[src/rtl/sha256_arb_pkg.sv]
// Shared types for the sha256 core arbiter: FSM encoding and digest width.
package sha256_arb_pkg;

    typedef enum logic [2:0] {
        IDLE       = 3'd0,
        ISSUE      = 3'd1,
        WAIT_START = 3'd2,
        WAIT_DONE  = 3'd3,
        RESP       = 3'd4
    } arb_state_t;

    localparam int DIGEST_W = 256;

    typedef logic [DIGEST_W-1:0] digest_t;

endpackage

[src/rtl/sha256_arbiter_rr.sv]
// Round-robin priority rotation: the first asserted request searching from
// ptr+1 (modulo N_REQ) wins. Purely combinational; grant is zero unless en.
module rr_arbiter
    import sha256_arb_pkg::*;
#(
    parameter int N_REQ = 4,
    parameter int ID_W  = $clog2(N_REQ)
)(
    input  logic [N_REQ-1:0] req,
    input  logic [ID_W-1:0]  ptr,
    input  logic             en,
    output logic [N_REQ-1:0] grant,
    output logic [ID_W-1:0]  idx
);

    // Candidate index for each search offset: w_cand[k] = (ptr + 1 + k) mod N_REQ.
    // ptr never exceeds N_REQ-1, so one conditional subtract is enough.
    logic [ID_W-1:0] w_cand [N_REQ];
    logic [ID_W-1:0] w_pick;
    logic            w_any;

    generate
        for (genvar gi = 0; gi < N_REQ; gi++) begin : g_cand
            logic [ID_W:0] w_sum;
            assign w_sum       = {1'b0, ptr} + (ID_W+1)'(gi + 1);
            assign w_cand[gi]  = (w_sum >= (ID_W+1)'(N_REQ))
                               ? ID_W'(w_sum - (ID_W+1)'(N_REQ))
                               : w_sum[ID_W-1:0];
        end
    endgenerate

    // Scan offsets from last to first so the lowest offset with a request wins.
    always_comb begin
        w_pick = '0;
        for (int k = N_REQ - 1; k >= 0; k--) begin
            if (req[w_cand[k]]) begin
                w_pick = w_cand[k];
            end
        end
    end

    assign w_any = en && (|req);
    assign idx   = w_any ? w_pick : '0;
    assign grant = w_any ? (N_REQ'(1) << w_pick) : '0;

endmodule

[src/rtl/sha256_arbiter.sv]
// Shares one sha256_top core between N_REQ requesters. A round-robin winner's
// num is latched, the core is started with a single en pulse, its rdy
// handshake is followed to completion and the digest is returned with the
// winner's ID through a one-entry response buffer. A watchdog converts a hung
// core into an error response. TIMEOUT must be at least 2.
module sha256_arbiter
    import sha256_arb_pkg::*;
#(
    parameter int N_REQ   = 4,
    parameter int NUM_W   = 32,
    parameter int TIMEOUT = 4096,
    parameter int ID_W    = $clog2(N_REQ)
)(
    input  logic                     clk,
    input  logic                     rst_n,
    input  logic [N_REQ-1:0]         req_valid,
    input  logic [N_REQ*NUM_W-1:0]   req_num,
    output logic [N_REQ-1:0]         req_ready,
    output logic                     rsp_valid,
    input  logic                     rsp_ready,
    output logic [ID_W-1:0]          rsp_id,
    output logic                     rsp_err,
    output logic [DIGEST_W-1:0]      rsp_digest,
    output logic                     core_en,
    output logic [NUM_W-1:0]         core_num,
    input  logic                     core_rdy,
    input  logic [DIGEST_W-1:0]      core_digest,
    output logic                     busy
);

    localparam int              WD_W    = $clog2(TIMEOUT + 1);
    localparam logic [WD_W-1:0] WD_LAST = WD_W'(TIMEOUT - 1);

    arb_state_t        r_state;
    arb_state_t        w_state_next;
    logic [ID_W-1:0]   r_ptr;
    logic [ID_W-1:0]   r_id;
    logic [NUM_W-1:0]  r_num;
    logic [WD_W-1:0]   r_wdog;
    logic [WD_W-1:0]   w_wdog_next;
    logic              r_rsp_err;
    digest_t           r_rsp_digest;

    logic [NUM_W-1:0]  w_slice [N_REQ];
    logic [N_REQ-1:0]  w_grant;
    logic [ID_W-1:0]   w_grant_idx;
    logic              w_arb_en;
    logic              w_granted;
    logic              w_waiting;
    logic              w_done;
    logic              w_timeout;

    // Split the flat num bus into one word per requester.
    generate
        for (genvar gi = 0; gi < N_REQ; gi++) begin : g_slice
            assign w_slice[gi] = req_num[gi*NUM_W +: NUM_W];
        end
    endgenerate

    // Grants only happen from IDLE with an idle core; gating with rst_n keeps
    // req_ready at 0 while reset is held.
    assign w_arb_en = (r_state == IDLE) && core_rdy && rst_n;

    rr_arbiter #(
        .N_REQ (N_REQ),
        .ID_W  (ID_W)
    ) u_rr (
        .req   (req_valid),
        .ptr   (r_ptr),
        .en    (w_arb_en),
        .grant (w_grant),
        .idx   (w_grant_idx)
    );

    assign w_granted   = |w_grant;
    assign w_waiting   = (r_state == WAIT_START) || (r_state == WAIT_DONE);
    assign w_wdog_next = r_wdog + WD_W'(1);
    assign w_done      = (r_state == WAIT_DONE) && core_rdy;
    // The watchdog fires in the cycle its count would reach TIMEOUT-1, which
    // puts the error response exactly TIMEOUT cycles after the en pulse.
    // A coinciding done takes precedence.
    assign w_timeout   = w_waiting && (w_wdog_next == WD_LAST) && !w_done;

    // State register.
    always_ff @(posedge clk or negedge rst_n) begin
        if (!rst_n) begin
            r_state <= IDLE;
        end else begin
            r_state <= w_state_next;
        end
    end

    // Next-state logic; a timeout while still waiting for the start
    // acknowledge also ends the job.
    always_comb begin
        w_state_next = r_state;
        case (r_state)
            IDLE: begin
                if (w_granted) begin
                    w_state_next = ISSUE;
                end
            end
            ISSUE: begin
                w_state_next = WAIT_START;
            end
            WAIT_START: begin
                if (w_timeout) begin
                    w_state_next = RESP;
                end else if (!core_rdy) begin
                    w_state_next = WAIT_DONE;
                end
            end
            WAIT_DONE: begin
                if (w_done || w_timeout) begin
                    w_state_next = RESP;
                end
            end
            RESP: begin
                if (rsp_ready) begin
                    w_state_next = IDLE;
                end
            end
            default: begin
                w_state_next = IDLE;
            end
        endcase
    end

    // Grant capture: the winner becomes the rotation pointer and the response
    // ID, and its num is frozen for the whole job.
    always_ff @(posedge clk or negedge rst_n) begin
        if (!rst_n) begin
            r_ptr <= ID_W'(N_REQ - 1);
            r_id  <= '0;
            r_num <= '0;
        end else if (w_granted) begin
            r_ptr <= w_grant_idx;
            r_id  <= w_grant_idx;
            r_num <= w_slice[w_grant_idx];
        end
    end

    // Watchdog: cleared on the en pulse, counts while waiting on the core.
    always_ff @(posedge clk or negedge rst_n) begin
        if (!rst_n) begin
            r_wdog <= '0;
        end else if (r_state == ISSUE) begin
            r_wdog <= '0;
        end else if (w_waiting) begin
            r_wdog <= w_wdog_next;
        end
    end

    // Response buffer: digest on done, zero digest with err on timeout.
    always_ff @(posedge clk or negedge rst_n) begin
        if (!rst_n) begin
            r_rsp_err    <= 1'b0;
            r_rsp_digest <= '0;
        end else if (w_done) begin
            r_rsp_err    <= 1'b0;
            r_rsp_digest <= core_digest;
        end else if (w_timeout) begin
            r_rsp_err    <= 1'b1;
            r_rsp_digest <= '0;
        end
    end

    assign req_ready  = w_grant;
    assign rsp_valid  = (r_state == RESP);
    assign rsp_id     = r_id;
    assign rsp_err    = r_rsp_err;
    assign rsp_digest = r_rsp_digest;
    assign core_en    = (r_state == ISSUE);
    assign core_num   = r_num;
    assign busy       = (r_state != IDLE);

endmodule

[config.mk]
export PLATFORM = sky130hd
export DESIGN_NAME = sha256_arbiter
export DESIGN_NICKNAME = d
export VERILOG_FILES = /design/src/rtl/sha256_arb_pkg.sv /design/src/rtl/sha256_arbiter_rr.sv /design/src/rtl/sha256_arbiter.sv
export SDC_FILE = /design/constraint.sdc
export NUM_CORES = 1
export LEC_CHECK = 0
export ABC_CLOCK_PERIOD_IN_PS = 4720
export BUFFER_PORTS_ARGS = -buffer_cell sky130_fd_sc_hd__buf_2
export CORE_AREA = 2 2 272 274
export CTS_CLUSTER_DIAMETER = 150
export DETAILED_ROUTE_END_ITERATION = 7
export DIE_AREA = 0 0 274 276
export PLACE_DENSITY = 0.41
export REMOVE_ABC_BUFFERS = 1
export SLEW_MARGIN = 0
export SYNTH_ARGS = -nofsm -noshare
export SYNTH_HDL_FRONTEND = slang
export SYNTH_SLANG_ARGS = --single-unit
[constraint.sdc]
create_clock -name clk -period 4.72 [get_ports clk]
set_input_delay 1.416 -clock clk [delete_from_list [all_inputs] [get_ports clk]]
set_output_delay 1.416 -clock clk [all_outputs]
set_load 0.01 [all_outputs]
==> run_results.csv <==
group,metric,value,unit
status,status,"finished clean",
sta,finalCritPeriodShare,90.32,%
worst_setup_path,r2r_cells,7,
yosys,synth_cells,1475,
clocking,numCtsBuffers,40,
yosys,synth_seq_cells,309,
worst_setup_path,r2r_start,"r_wdog[0]$_DFFE_PN0P_",
yosys,synth_most_common_cell,"nand2_1",
floorplan,fp.dieW,274,um
worst_setup_path,crit_type,"input port to output port",
grt,grt_antenna_before_repair,12,
floorplan,die_area,75620,um^2
route,maxUsedRoutingLayer,"met5",
floorplan,rows,99,
sta,tightest_slew,0.9170,ns
placement,gp_congestion,0.8772,
yosys,yosys.area.top_type_share,57.14,%
floorplan,start_util,18.52,%
grt,grt_max_degree,128,
grt,grt_pass1_wl,85.17,mm
clocking,htreeDepth,2,
final_layout,layout.nets,2516,
yosys,synth-edff-count,0,
final_layout,post-route-util,26.50,%
sta,setup_viol,0,
route,wirelength,56.23,mm
floorplan,core_area,72590,um^2
hold_path,hp-class,"register to register",
hold_path,hold_start,"rsp_id[1]$_DFFE_PN0P_",
sta,skew,0.02701,ns
route,num_vias,13060,
route,post_drt_wl_per_cell,18.05,um
route,drt-initial-drc-count,646,
route,route.met2.wl,28.48,mm
yosys,ys_types,46,
clocking,cts_hold_buf,0,
final_layout,synthToLayoutAreaGrowth,43.06,%
worst_setup_path,slowest_stage,"nor4b_1",
placement,hpwl,41.01,mm
placement,io_buffers,689,
route,drt_pass1_iterations,5,
worst_setup_path,critPathBufInv,2,
worst_setup_path,critical_path_arrival,2.85,ns
worst_setup_path,critPathCaptureType,"output port",
hold_path,worstHoldPathCells,1,
floorplan,die_y,276,um
yosys,synthFlopType,"dfrtp_1",
yosys,async_reset_ff_share,100.0,%
grt,grtUsageTotal,14.39,%
yosys,synth_top_cell_by_area,"dfrtp_1",
sta,hold_viol,0,
yosys,syn_area_per_cell,9.116,um^2
sta,rsz0062_at_grt,"false",
yosys,syn-cell-area,13450,um^2
yosys,yosysWarningCount,0,
worst_setup_path,critPathLaunchType,"input port",
clocking,cts_tree,"done",
route,wl_met1,22.41,mm
yosys,yosysSeqAreaShare,57.53,%
final_layout,layout-drive-gt1-share,37.16,%
yosys,netlist_top_cells_area,"dfrtp_1, nand2_1, o21ai_0",
worst_setup_path,worstPathMaxFanout,4,
worst_setup_path,cp_slowest_stage_delay,0.46,ns
clocking,cts_setup_buffers,0,
clocking,clock_latency,0.58,ns
worst_setup_path,crit_family,"simple AND/OR/NAND/NOR gates",
clocking,clock_path_buffers,3,
power,p_per_area,608.6,nW/um^2
route,met3_length,4.206,mm
route,ant_nets,0,
sta,slew_violations,0,
final_layout,design_area,19230,um^2
route,drc,0,
sta,period_needed,4.263,ns
clocking,cts_root_buf,"clkbuf_16",
sta,fmax,0.2346,GHz
clocking,cts-resized-gates,0,
placement,placed_cell_area,17930,um^2
sta,relSlewSlack,38.86,%
route,routed_via_density,4.193,
job,maxCapViolCount,0,
worst_setup_path,path_cells,"buf_2, nor4b_1, nand3_1, nor3_4, and2_1, buf_2",
power,ir_drop,0.3065,mV
power,p_leak,0.009430,uW
worst_setup_path,rrSetupSlack,1.48,ns
worst_setup_path,r2r-end,"rsp_digest[150]$_DFFE_PN0P_",
clocking,cts_sinks,309,
worst_setup_path,cp.depth,6,
floorplan,ios,690,
grt,grt_pass1_vias,13660,
grt,grt_overflow_total,0,
final_layout,fillerInstances,8020,
clocking,clkTransAtPathRegs,0.06,ns
worst_setup_path,critPathRequiredTime,3.30,ns
worst_setup_path,path_common_cell,"buf_2",
yosys,yosys-top-cells-count,"nand2_1, dfrtp_1, o21ai_0, clkbuf_1, a211oi_1",
hold_path,min_to,"rsp_id[1]$_DFFE_PN0P_",
-- where the power goes --
part,total [uW],switching [uW],internal [uW],leakage [uW]
registers,4430,627,3810,0.00387
logic,4260,2620,1640,0.00492
clock network,3010,1260,1750,0.000639
total,11700,4510,7190,0.00943
-- area by class of cell --
| type | count | area [um^2] | area share (%) |
|---|---|---|---|
| multi-input combinational | 1044 | 5139 | 26.72 |
| clock inverter | 14 | 157.7 | 0.8196 |
| clock buffer | 56 | 1131 | 5.880 |
| tap | 959 | 1200 | 6.238 |
| antenna | 6 | 15.01 | 0.07806 |
| timing repair buffer | 724 | 3846 | 20.00 |
| sequential | 309 | 7735 | 40.21 |
| inverter | 3 | 11.26 | 0.05854 |
-- per-stage QoR --
step                hold WS [ns]  power [uW]  TNS, ns  cells  setup slack (ns)
finish                    0.4776       11710        0   3115            0.4567
global route              0.4978       12610        0   3113            0.3296
CTS                       0.4839       11920        0   3109            0.4611
detailed placement        0.4669        8816        0   3039            0.4755
global placement          0.4627        8764        0   3039            0.4474
floorplan                 0.4512        6657  -549.60   1356            -2.019
-- cells in the final DEF, fill, tap and decap left out, drive strengths merged, types with 10 or more instances in the layout --
cell    instances
a211oi         65
clkinv         10
mux2i          32
dfrtp         307
nor4b          33
nand2         522
nor2           46
clkbuf         56
buf           724
o21ai         276
-- flip-flops by register name, summed over array words and instances, names as in the netlist --
signal and flops:
rsp_err 1, r_state 3, core_num 32, rsp_id 2, r_wdog 13, rsp_digest 256, r_ptr 2
-- logic make-up (layout without fill, tap and decap cells) --
group | after synthesis | after routing | synth area share [%]
xor+xnor | 4 | 4 | 0.2606
other cells | 0 | 6 | 0
buf+inv | 122 | 797 | 4.569
fa+ha+maj | 2 | 2 | 0.1861
mux | 32 | 32 | 2.382
simple gates | 641 | 641 | 19.86
flops | 309 | 309 | 57.53
compound gates | 365 | 365 | 15.22
-- routing by layer --
layer | global-route usage [%] | vias up
li1 | - | 6252
met1 | 17.02 | 6273
met2 | 25.46 | 469
met3 | 3.960 | 62
met4 | 3.637 | 6
met5 | 0 | -
-- how the worst max path moves through the flow --
stage,startpoint,to
after floorplan,core_rdy,rsp_err$_DFFE_PN0P_
after global placement,core_rdy,req_ready[2]
after detailed placement,core_rdy,req_ready[2]
after CTS,core_rdy,req_ready[2]
after global routing,core_rdy,req_ready[2]
final,core_rdy,req_ready[2]
-- worst reg2reg max path, delay by kind of cell, from the launching register on --
kind                     cells  cell delay (ns)
AO/OA/AOI/OAI                3             1.28
AND/OR/NAND/NOR              2             0.62
flip-flops                   1             0.48
buffers and inverters        1             0.41
adder cells (fa/ha/maj)      1             0.34
(Power assumes the default switching activity.)
